File: src/rtl/frontend_bundle_queue.sv
// Decoupling FIFO between decode and rename, holding DEPTH decoded two-instruction bundles.
// Latency: a bundle written at edge N is visible on valid_o/bundle_o after edge N (no bypass).
// Backpressure: busy_o = full, driven only from registered count; rn_busy_i holds the head in place.
module frontend_bundle_queue #(
    parameter int DEPTH    = 4,
    parameter int BUNDLE_W = 256,
    parameter int CNT_W    = 32
) (
    input  logic                    core_clock_i,
    input  logic                    core_reset_i,
    input  logic                    core_flush_i,
    input  logic                    valid_i,
    input  logic [BUNDLE_W-1:0]     bundle_i,
    output logic                    busy_o,
    output logic                    valid_o,
    output logic [BUNDLE_W-1:0]     bundle_o,
    input  logic                    rn_busy_i,
    output logic [$clog2(DEPTH):0]  occupancy_o,
    output logic [CNT_W-1:0]        stall_cycles_o,
    output logic [CNT_W-1:0]        empty_cycles_o
);

    localparam int PTR_W = $clog2(DEPTH);
    localparam int OCC_W = PTR_W + 1;

    // Bundle storage; deliberately has no reset so flush leaves stale payload behind.
    logic [BUNDLE_W-1:0] r_mem [DEPTH];

    logic [PTR_W-1:0] r_wr_ptr;
    logic [PTR_W-1:0] r_rd_ptr;
    logic [OCC_W-1:0] r_count;
    logic [CNT_W-1:0] r_stall_cnt;
    logic [CNT_W-1:0] r_empty_cnt;

    logic w_full;
    logic w_valid;
    logic w_enq;
    logic w_deq;
    logic w_stall_evt;
    logic w_empty_evt;

    // Status flags and handshake qualifiers; flush suppresses both sides of the queue.
    always_comb begin
        w_full      = (r_count == OCC_W'(DEPTH));
        w_valid     = (r_count != '0);
        w_enq       = valid_i & ~w_full & ~core_flush_i;
        w_deq       = w_valid & ~rn_busy_i & ~core_flush_i;
        w_stall_evt = valid_i & w_full & ~core_flush_i;
        w_empty_evt = ~w_valid & ~rn_busy_i & ~core_flush_i;
    end

    // Payload write at the tail; reset takes priority over any pending enqueue.
    always_ff @(posedge core_clock_i) begin
        if (core_reset_i && w_enq) begin
            r_mem[r_wr_ptr] <= bundle_i;
        end
    end

    // Pointer and occupancy tracking; flush rewinds everything without touching storage.
    always_ff @(posedge core_clock_i) begin
        if (!core_reset_i) begin
            r_wr_ptr <= '0;
            r_rd_ptr <= '0;
            r_count  <= '0;
        end else if (core_flush_i) begin
            r_wr_ptr <= '0;
            r_rd_ptr <= '0;
            r_count  <= '0;
        end else begin
            if (w_enq) begin
                r_wr_ptr <= r_wr_ptr + PTR_W'(1);
            end
            if (w_deq) begin
                r_rd_ptr <= r_rd_ptr + PTR_W'(1);
            end
            case ({w_enq, w_deq})
                2'b10:   r_count <= r_count + OCC_W'(1);
                2'b01:   r_count <= r_count - OCC_W'(1);
                default: r_count <= r_count;
            endcase
        end
    end

    // Saturating performance counters; survive flush, cleared only by reset.
    always_ff @(posedge core_clock_i) begin
        if (!core_reset_i) begin
            r_stall_cnt <= '0;
            r_empty_cnt <= '0;
        end else begin
            if (w_stall_evt && (r_stall_cnt != '1)) begin
                r_stall_cnt <= r_stall_cnt + CNT_W'(1);
            end
            if (w_empty_evt && (r_empty_cnt != '1)) begin
                r_empty_cnt <= r_empty_cnt + CNT_W'(1);
            end
        end
    end

    // Outputs come straight from registered state; head payload is a combinational read.
    always_comb begin
        busy_o         = w_full;
        valid_o        = w_valid;
        bundle_o       = r_mem[r_rd_ptr];
        occupancy_o    = r_count;
        stall_cycles_o = r_stall_cnt;
        empty_cycles_o = r_empty_cnt;
    end

endmodule

File: config.mk
export PLATFORM = sky130hd
export DESIGN_NAME = frontend_bundle_queue
export DESIGN_NICKNAME = d
export VERILOG_FILES = /design/src/rtl/frontend_bundle_queue.sv
export SDC_FILE = /design/constraint.sdc
export NUM_CORES = 1
export LEC_CHECK = 0
export BUFFER_PORTS_ARGS = -buffer_cell sky130_fd_sc_hd__clkbuf_2
export CAP_MARGIN = 15
export CORE_ASPECT_RATIO = 1.25
export CORE_MARGIN = 4
export CORE_UTILIZATION = 30
export CTS_BUF_LIST = sky130_fd_sc_hd__clkbuf_8
export DETAILED_ROUTE_END_ITERATION = 8
export PLACE_DENSITY = 0.51
export SETUP_SLACK_MARGIN = 0.5
export SYNTH_ARGS = -nofsm -noshare
export SYNTH_HDL_FRONTEND = slang
export SYNTH_SLANG_ARGS = --single-unit
File: constraint.sdc
create_clock -name core_clock_i -period 11.68 [get_ports core_clock_i]
set_clock_uncertainty 0.1 [all_clocks]
set_input_delay 1.168 -clock core_clock_i [delete_from_list [all_inputs] [get_ports core_clock_i]]
set_output_delay 1.168 -clock core_clock_i [all_outputs]
set_load 0.005 [all_outputs]
Word level (Yosys, flattened, before mapping)
Memory sizes are Yosys's and may differ from the RTL's. A register that Yosys moved wholly into a read port is not among the register bits.
Cells that the tools add are included.
{"block": "word_totals", "reg_bits": 71, "ram_bits": 1024, "in_bits": 261, "out_inout_bits": 325, "wordCells": 41, "memories": 1}
{"memory": "r_mem", "words": 4, "width": 256, "read_ports": 1, "rd_ports_with_merged_regs": 1, "wr": 1, "line": "27", "source": "logic [BUNDLE_W-1:0] r_mem [DEPTH];"}
{"block": "classes", "n_addsub": 6, "eq_ne": 5, "mux": 5, "bitwise": 13, "n_reduce_logical": 6}
{"cell": "$add 32x1->32 const B", "count": 2}
{"cell": "$ne 32x32->1 const B", "count": 2}
{"cell": "$and 1x1->1", "count": 8}
{"cell": "$pmux 3 s2", "count": 1}
{"cell": "$not 1->1", "count": 5}
{"cell": "$add 2x1->2 const B", "count": 2}
{"cell": "$mux 2", "count": 2}
{"cell": "$add 3x1->3 const B", "count": 1}
{"cell": "$eq 3x3->1 const B", "count": 1}
{"cell": "$logic_and 1x1->1", "count": 3}
{"cell": "$reduce_bool 3->1", "count": 1}
{"cell": "$sub 3x1->3 const B", "count": 1}
{"cell": "$eq 2x1->1 const B", "count": 1}
{"cell": "$eq 2x2->1 const B", "count": 1}
{"cell": "$mux 1", "count": 2}
{"cell": "$reduce_bool 2->1", "count": 1}
{"cell": "$reduce_or 2->1", "count": 1}

Depth between registers and ports, before layout
Gate-level depths: netlist of run 1.
{"block": "logic_depth", "depth_word": 7, "ltp_mapped": 9, "depth_no_buf": 9}

Least setup slack after synthesis of run 1
OpenSTA, ideal clock, no wires.
{"block": "synth_path", "kind": "input to register", "startpoint": "input port core_flush_i", "endpoint": "memory r_mem[0][0] (enable)", "setup_time_ps": 651, "t_arrival_ps": 7853, "required_ps": 10929, "setup_slack_ps": 3076, "cell_stages": 3, "n_path_buf": 1, "cell_sequence": "clkbuf_1 > nor3b_1 > and3_1"}
{"block": "synth_via", "elab_chain_cells": 5}
{"item": "start: declaration", "line": "11", "source": "input logic core_flush_i,"}
{"item": "$not 1->1", "line": "46", "source": "w_enq = valid_i & ~w_full & ~core_flush_i;"}
{"item": "$and 1x1->1", "line": "46"}
{"item": "$logic_and 1x1->1", "line": "54", "source": "if (core_reset_i && w_enq) begin"}
{"item": "$mux 1", "line": "54"}
{"item": "$mux 1 (not written as such)", "line": "55", "source": "r_mem[r_wr_ptr] <= bundle_i;"}
{"item": "end: declaration", "line": "27"}
Every way passes these cells.

==> results.toml, run 1 <==
[place]
dp_hpwl_um = 62290
dpl.cell_count = 4071
dpl_cell_area_um2 = 45560
pre_cts_ws_ns = 6.205
numPortBuffers = 585
place_congestion = 0.7994

[pwr]
p_leak_nw = 16.05
switching_share_pct = 21.45
power_density_nw_per_um2 = 156.0
pwr-share-comb_pct = 2.6
intPower_mw = 5.988
seqPwrFrac_pct = 56.9
ir_drop_mv = 0.1036
p_switching_mw = 1.635
pwr-share-clk_pct = 40.4

[synthesis]
yosys.cell_types.count = 47
synth_top_family_by_area = "multiplexers"
synth-seq-area-share_pct = 79.54
yosys-top-cells-area = "edfxtp_1 (76%), mux4_2 (14%), dfxtp_1 (3.6%)"
synth_edf_count = 1024
synth.net_count = 2064
ys_seq_elements = 1097
yosys.area.top_type_share_pct = 75.93
synth_compound_area_share_pct = 1.477
synthArstFlopShare_pct = 0
synth_xor_area_share_pct = 0.4326
yosys.area_share.simple_pct = 2.994
synthMuxAreaShare_pct = 14.41
yosysWarnings = 0
avgSynthCellArea_um2 = 22.56
synth_fa_ha_area_share_pct = 0.2657
ys.flop_type = "edfxtp_1"
synth_top_cell_by_area = "edfxtp_1"
netlist_instances = 1795
syn_area_um2 = 40500

[global_route]
grt_busiest_layer = "met2"
grt_use_met1_pct = 15.39
grt_pass1_vias = 22200
grt_max_degree = 140
grt-ovfl-total = 0
use_met3_pct = 5.163
grt_pass1_wl_um = 145400
grt_use_total_pct = 13.87
grt_antenna_before_repair = 21
grtUsageMet2_pct = 23.84

[timing]
maxSlewViolCount = 0
period_minus_slack_ns = 5.335
fmax_ghz = 0.1875
tns_ns = 0
setup_ws_ns = 6.345
tightest_slew_ns = 1.280
min_period_over_period_pct = 45.67
slew_headroom_pct = 14.66
setup_viol = 0
final_hold_viol_count = 0
rsz0062_at_grt = "false"

[die]
initial_core_util_pct = 30.22
die_area_um2 = 141000
die_h_um = 418.8
die_w_um = 336.6
pin_count = 586
fp-row-count = 150
core_um2 = 134000

[setup_path]
critical-path-top-delay-family = "buffers and inverters"
cp-start-kind = "flip-flop"
worstPathCellList = "buf_4 -> buf_12 -> mux4_2 -> clkbuf_2"
critPathKind = "flip-flop to output pin"
regToRegSetupSlack_ns = 7.15
slowest_stage = "dfxtp_4"
end_kind = "output pin"
critical-path-max-stage-delay_ns = 0.76
cp.buffers_inverters = 3
required_ns = 10.41
crit_fanout = 103
worstPathArrival_ns = 4.07

[drt]
final_antenna_net_count = 0
vias = 20620
drc = 0
drtIter0Drc = 1157
drtPass1Iterations = 5
via_per_inst = 4.690
wl_um = 98580
wl_per_cell_um = 22.42

[clock_tree]
clock_latency_ns = 0.85
hold_buffers = 0
clkTransAtPathRegs_ns = 0.06
cts_resized = 0
cts_root_buf = "clkbuf_8"
clock_path_buffers = 3
clock-sinks = 1097
postCtsSetupRepairBufs = 0
ctsHtreeMaxLevel = 4
cts_tree = "built"
numCtsBuffers = 173

[cells_and_area]
finalInstanceArea_um2 = 48860
syn_to_final_growth_pct = 20.64
stdcell_count = 4397
final_layout_size_suffix_gt1_share_pct = 41.85
nets = 2768

[run]
maxCapViolations = 0

[min_path]
hold_path.class = "flip-flop to flip-flop"

[status]
status = "finished, final reports clean"
## sequential cells by signal (all words and copies together), names as in the netlist, named ones only
signal,flops
r_mem,1024
empty_cycles_o,32
stall_cycles_o,32
occupancy_o,3
r_rd_ptr,2
r_wr_ptr,2
## worst paths after layout
path                            from                  to  cells after the start
setup reg to reg      occupancy_o[0]       r_mem[1][140]                      5
hold reg to reg   stall_cycles_o[25]  stall_cycles_o[25]                      2
setup / recovery           flip-flop       bundle_o[172]                      4
hold / removal    stall_cycles_o[25]  stall_cycles_o[25]                      2
## power groups by stage
| stage | logic [mW] | registers (mW) | clock network (mW) |
|---|---|---|---|
| finish | 0.199 | 4.34 | 3.08 |
| global placement | 0.197 | 4.42 | 0 |
| floorplan | 0.0649 | 4.43 | 0 |
| CTS | 0.206 | 4.34 | 3.23 |
| detailed placement | 0.205 | 4.42 | 0 |
| global route | 0.220 | 4.34 | 3.41 |
## metrics by stage
| stage | hold slack, ns | utilization [%] | total power [mW] |
|---|---|---|---|
| after floorplan | 0.3715 | - | 4.496 |
| after global placement | 0.3798 | 34.00 | 4.618 |
| after detailed placement | 0.3964 | 34.00 | 4.628 |
| after CTS | 0.2385 | 36.43 | 7.772 |
| after global routing | 0.2981 | 36.45 | 7.965 |
| final | 0.4093 | 36.46 | 7.623 |
## metal layers
metal	share of wire, %	wire length [um]
met1	36	35880
met2	52	51020
met3	8.2	8089
met4	3.5	3499
met5	0.093	92
## layout make-up
class                      count  area, um^2
antenna                       11       27.53
clock buffer                 180        2477
clock inverter               134       785.8
fill                       12530       85150
inverter                      16       60.06
multi-input combinational    606        7949
sequential                  1097       32220
tap                         1748        2187
timing repair buffer         605        3151
## cell usage after synthesis (3+ instances only)
cell type,count
edfxtp_1,1024
mux4_2,256
dfxtp_1,73
a21oi_1,42
nand2_1,41
clkbuf_1,36
buf_1,31
o21ai_0,31
nor2_1,30
or3_1,29
nand3_1,20
nand4_1,16
or4_1,16
inv_1,15
xnor2_1,15
o31ai_1,13
and3_1,12
nor3_1,11
buf_2,9
and4_1,8
ha_1,7
mux2i_1,7
nand2b_1,7
nor4_1,5
xor2_1,5
a211oi_1,4
a2111oi_0,3
and2_1,3
nor3b_1,3
## worst register-to-register path: stages, from the launching register on
cell     delay, ns
dfxtp_1       0.43
nor3b_2       0.11
nor3b_1       0.73
and3_4        0.82
buf_4         0.87
buf_4         0.96
## cells by family after synthesis
family / after synthesis
mux: 263
xor+xnor: 20
simple gates: 214
buf+inv: 92
flops: 1097
compound gates: 101
fa+ha+maj: 8
## cells in the final DEF (no fill, tap or decap), drive strengths merged, types with 31 or more instances in the layout
master,netlist,routed
a21oi,42,42
clkbuf,36,765
clkinv,0,63
dfxtp,73,73
edfxtp,1024,1024
inv,16,75
mux4,256,256
nand2,41,41
o21ai,31,31
Power figures use the tool's default switching activity.
==> run 2: changes to the inputs <==
PLACE_DENSITY = 0.53   (was 0.51)
clock period = 4.3 ns   (was 11.68 ns; I/O delays follow)
==> run 2 against run 1 <==
Largest cell class unchanged. Flip-flop and latch count unchanged. Worst hold slack got worse by 0.22 ns. Cell count increased by 7.1%. Total power increased to 2.8 times the previous value. First-iteration DRC count increased by 9.2%.
==> results.toml, run 2 (synthesis gave the netlist of run 1 again) <==
[cells_and_area]
finalInstanceArea_um2 = 52010
layout_commonest_cell = "edfxtp_1"
largest_register = "r_mem"
final_cell_mix = "edfxtp_1 (1024), clkbuf_2 (585), dlygate4sd3_1 (262)"
utilization_pct = 38.81
syn_to_final_growth_pct = 28.43
largest_reg_flops = 1024
fill_cells = 12260
nets = 3064
stdcell_count = 4708
final_layout_size_suffix_gt1_share_pct = 38.38

[timing]
tns_ns = 0
fmax_ghz = 0.2913
rsz0062_at_grt = "false"
tightest_slew_ns = 1.008
setup_ws_ns = 0.8676
slew_headroom_pct = 32.72
final_hold_viol_count = 0
setup_viol = 0
period_minus_slack_ns = 3.432
min_period_over_period_pct = 79.82
maxSlewViolCount = 0
hold_ws_ns = 0.1942

[setup_path]
worstPathCellList = "buf_12 -> mux4_2 -> clkbuf_2"
end_kind = "output pin"
cp.buffers_inverters = 2
regToRegSetupSlack_ns = 1.50
critical-path-top-delay-family = "flip-flops"
critical-path-max-stage-delay_ns = 0.86
slowest_stage = "dfxtp_4"
worstPathArrival_ns = 2.90
crit_fanout = 55
required_ns = 3.77
critPathKind = "flip-flop to output pin"
cp-start-kind = "flip-flop"

[drt]
via_per_inst = 4.643
drc = 0
drtIter0Drc = 1264
drtPass1Iterations = 5
wl_um = 101900
final_antenna_net_count = 0
vias = 21860
wl_per_cell_um = 21.64

[min_path]
hold_path.class = "input pin to flip-flop"

[clock_tree]
clock_path_buffers = 3
cts_root_buf = "clkbuf_8"
ctsHtreeMaxLevel = 4
clkTransAtPathRegs_ns = 0.06
clock_latency_ns = 0.88
numCtsBuffers = 176
clock-sinks = 1097
cts_tree = "built"

[global_route]
use_met3_pct = 4.290
grt-ovfl-total = 0
grt_pass1_wl_um = 150800
grt_max_degree = 87
grt_use_total_pct = 14.32
grtUsageMet2_pct = 24.51
grt_antenna_before_repair = 19
grt_pass1_vias = 23750
grt_busiest_layer = "met2"
grt_use_met1_pct = 16.49

[status]
status = "finished, final reports clean"

[place]
dpl_cell_area_um2 = 46000
numPortBuffers = 585
place_congestion = 0.7841
dp_hpwl_um = 65720
pre_cts_ws_ns = 1.399
dpl.cell_count = 4101

[pwr]
ir_drop_mv = 0.2570
power_density_nw_per_um2 = 403.1
p_leak_nw = 17.39
p_total_mw = 20.96

[die]
die_w_um = 336.6
die_h_um = 418.8
core_um2 = 134000
fp-row-count = 150
initial_core_util_pct = 30.22
die_area_um2 = 141000
pin_count = 586

[run]
maxCapViolations = 0
## run 2: where the power goes
group	internal (mW)	switching (mW)
clock	4.21	4.19
combinational	0.392	0.380
sequential	11.8	0.0246
## run 2: area by class of cell
cell class / count / area (um^2) / area share, %
diodes: 18 / 45.04 / 0.08661
clock buffers: 176 / 2422 / 4.658
clock inverters: 149 / 895.9 / 1.723
inverters: 16 / 60.06 / 0.1155
multi-input cells: 606 / 7949 / 15.28
flip-flops and latches: 1097 / 32220 / 61.95
well taps: 1748 / 2187 / 4.205
repair buffers: 898 / 6231 / 11.98
## run 2: metal layers
metal  up-vias  wire length (um)  share of wire, %
met3       199              6554               6.4
met2       709             52350                51
li1       9667                 -                 -
met5         -                21             0.021
met1     11280             38910                38
met4         4              4023               3.9
## run 2: worst reg2reg max path, cell delays in order, from the launching register on
cell,delay [ns]
dfxtp_1,0.45
nand4_2,0.25
or4_1,0.67
o2111ai_1,0.87
o21ai_0,0.23
a21oi_1,0.16
## run 2: path summary, 6_finish.rpt
kind | end | cells after the start | startpoint
worst max register to register | empty_cycles_o[23] | 5 | empty_cycles_o[20]
worst min-delay path | r_mem[3][115] | 2 | bundle_i[115]
worst max-delay path | bundle_o[134] | 3 | flip-flop
worst min register to register | stall_cycles_o[29] | 2 | stall_cycles_o[29]
## run 2: repair_timing
action	CTS	global route
hold buffers	262	0
buffers inserted	1	0
endpoints found under the setup margin	98	0
hold endpoints to repair	1050	0
resized for setup	0	0
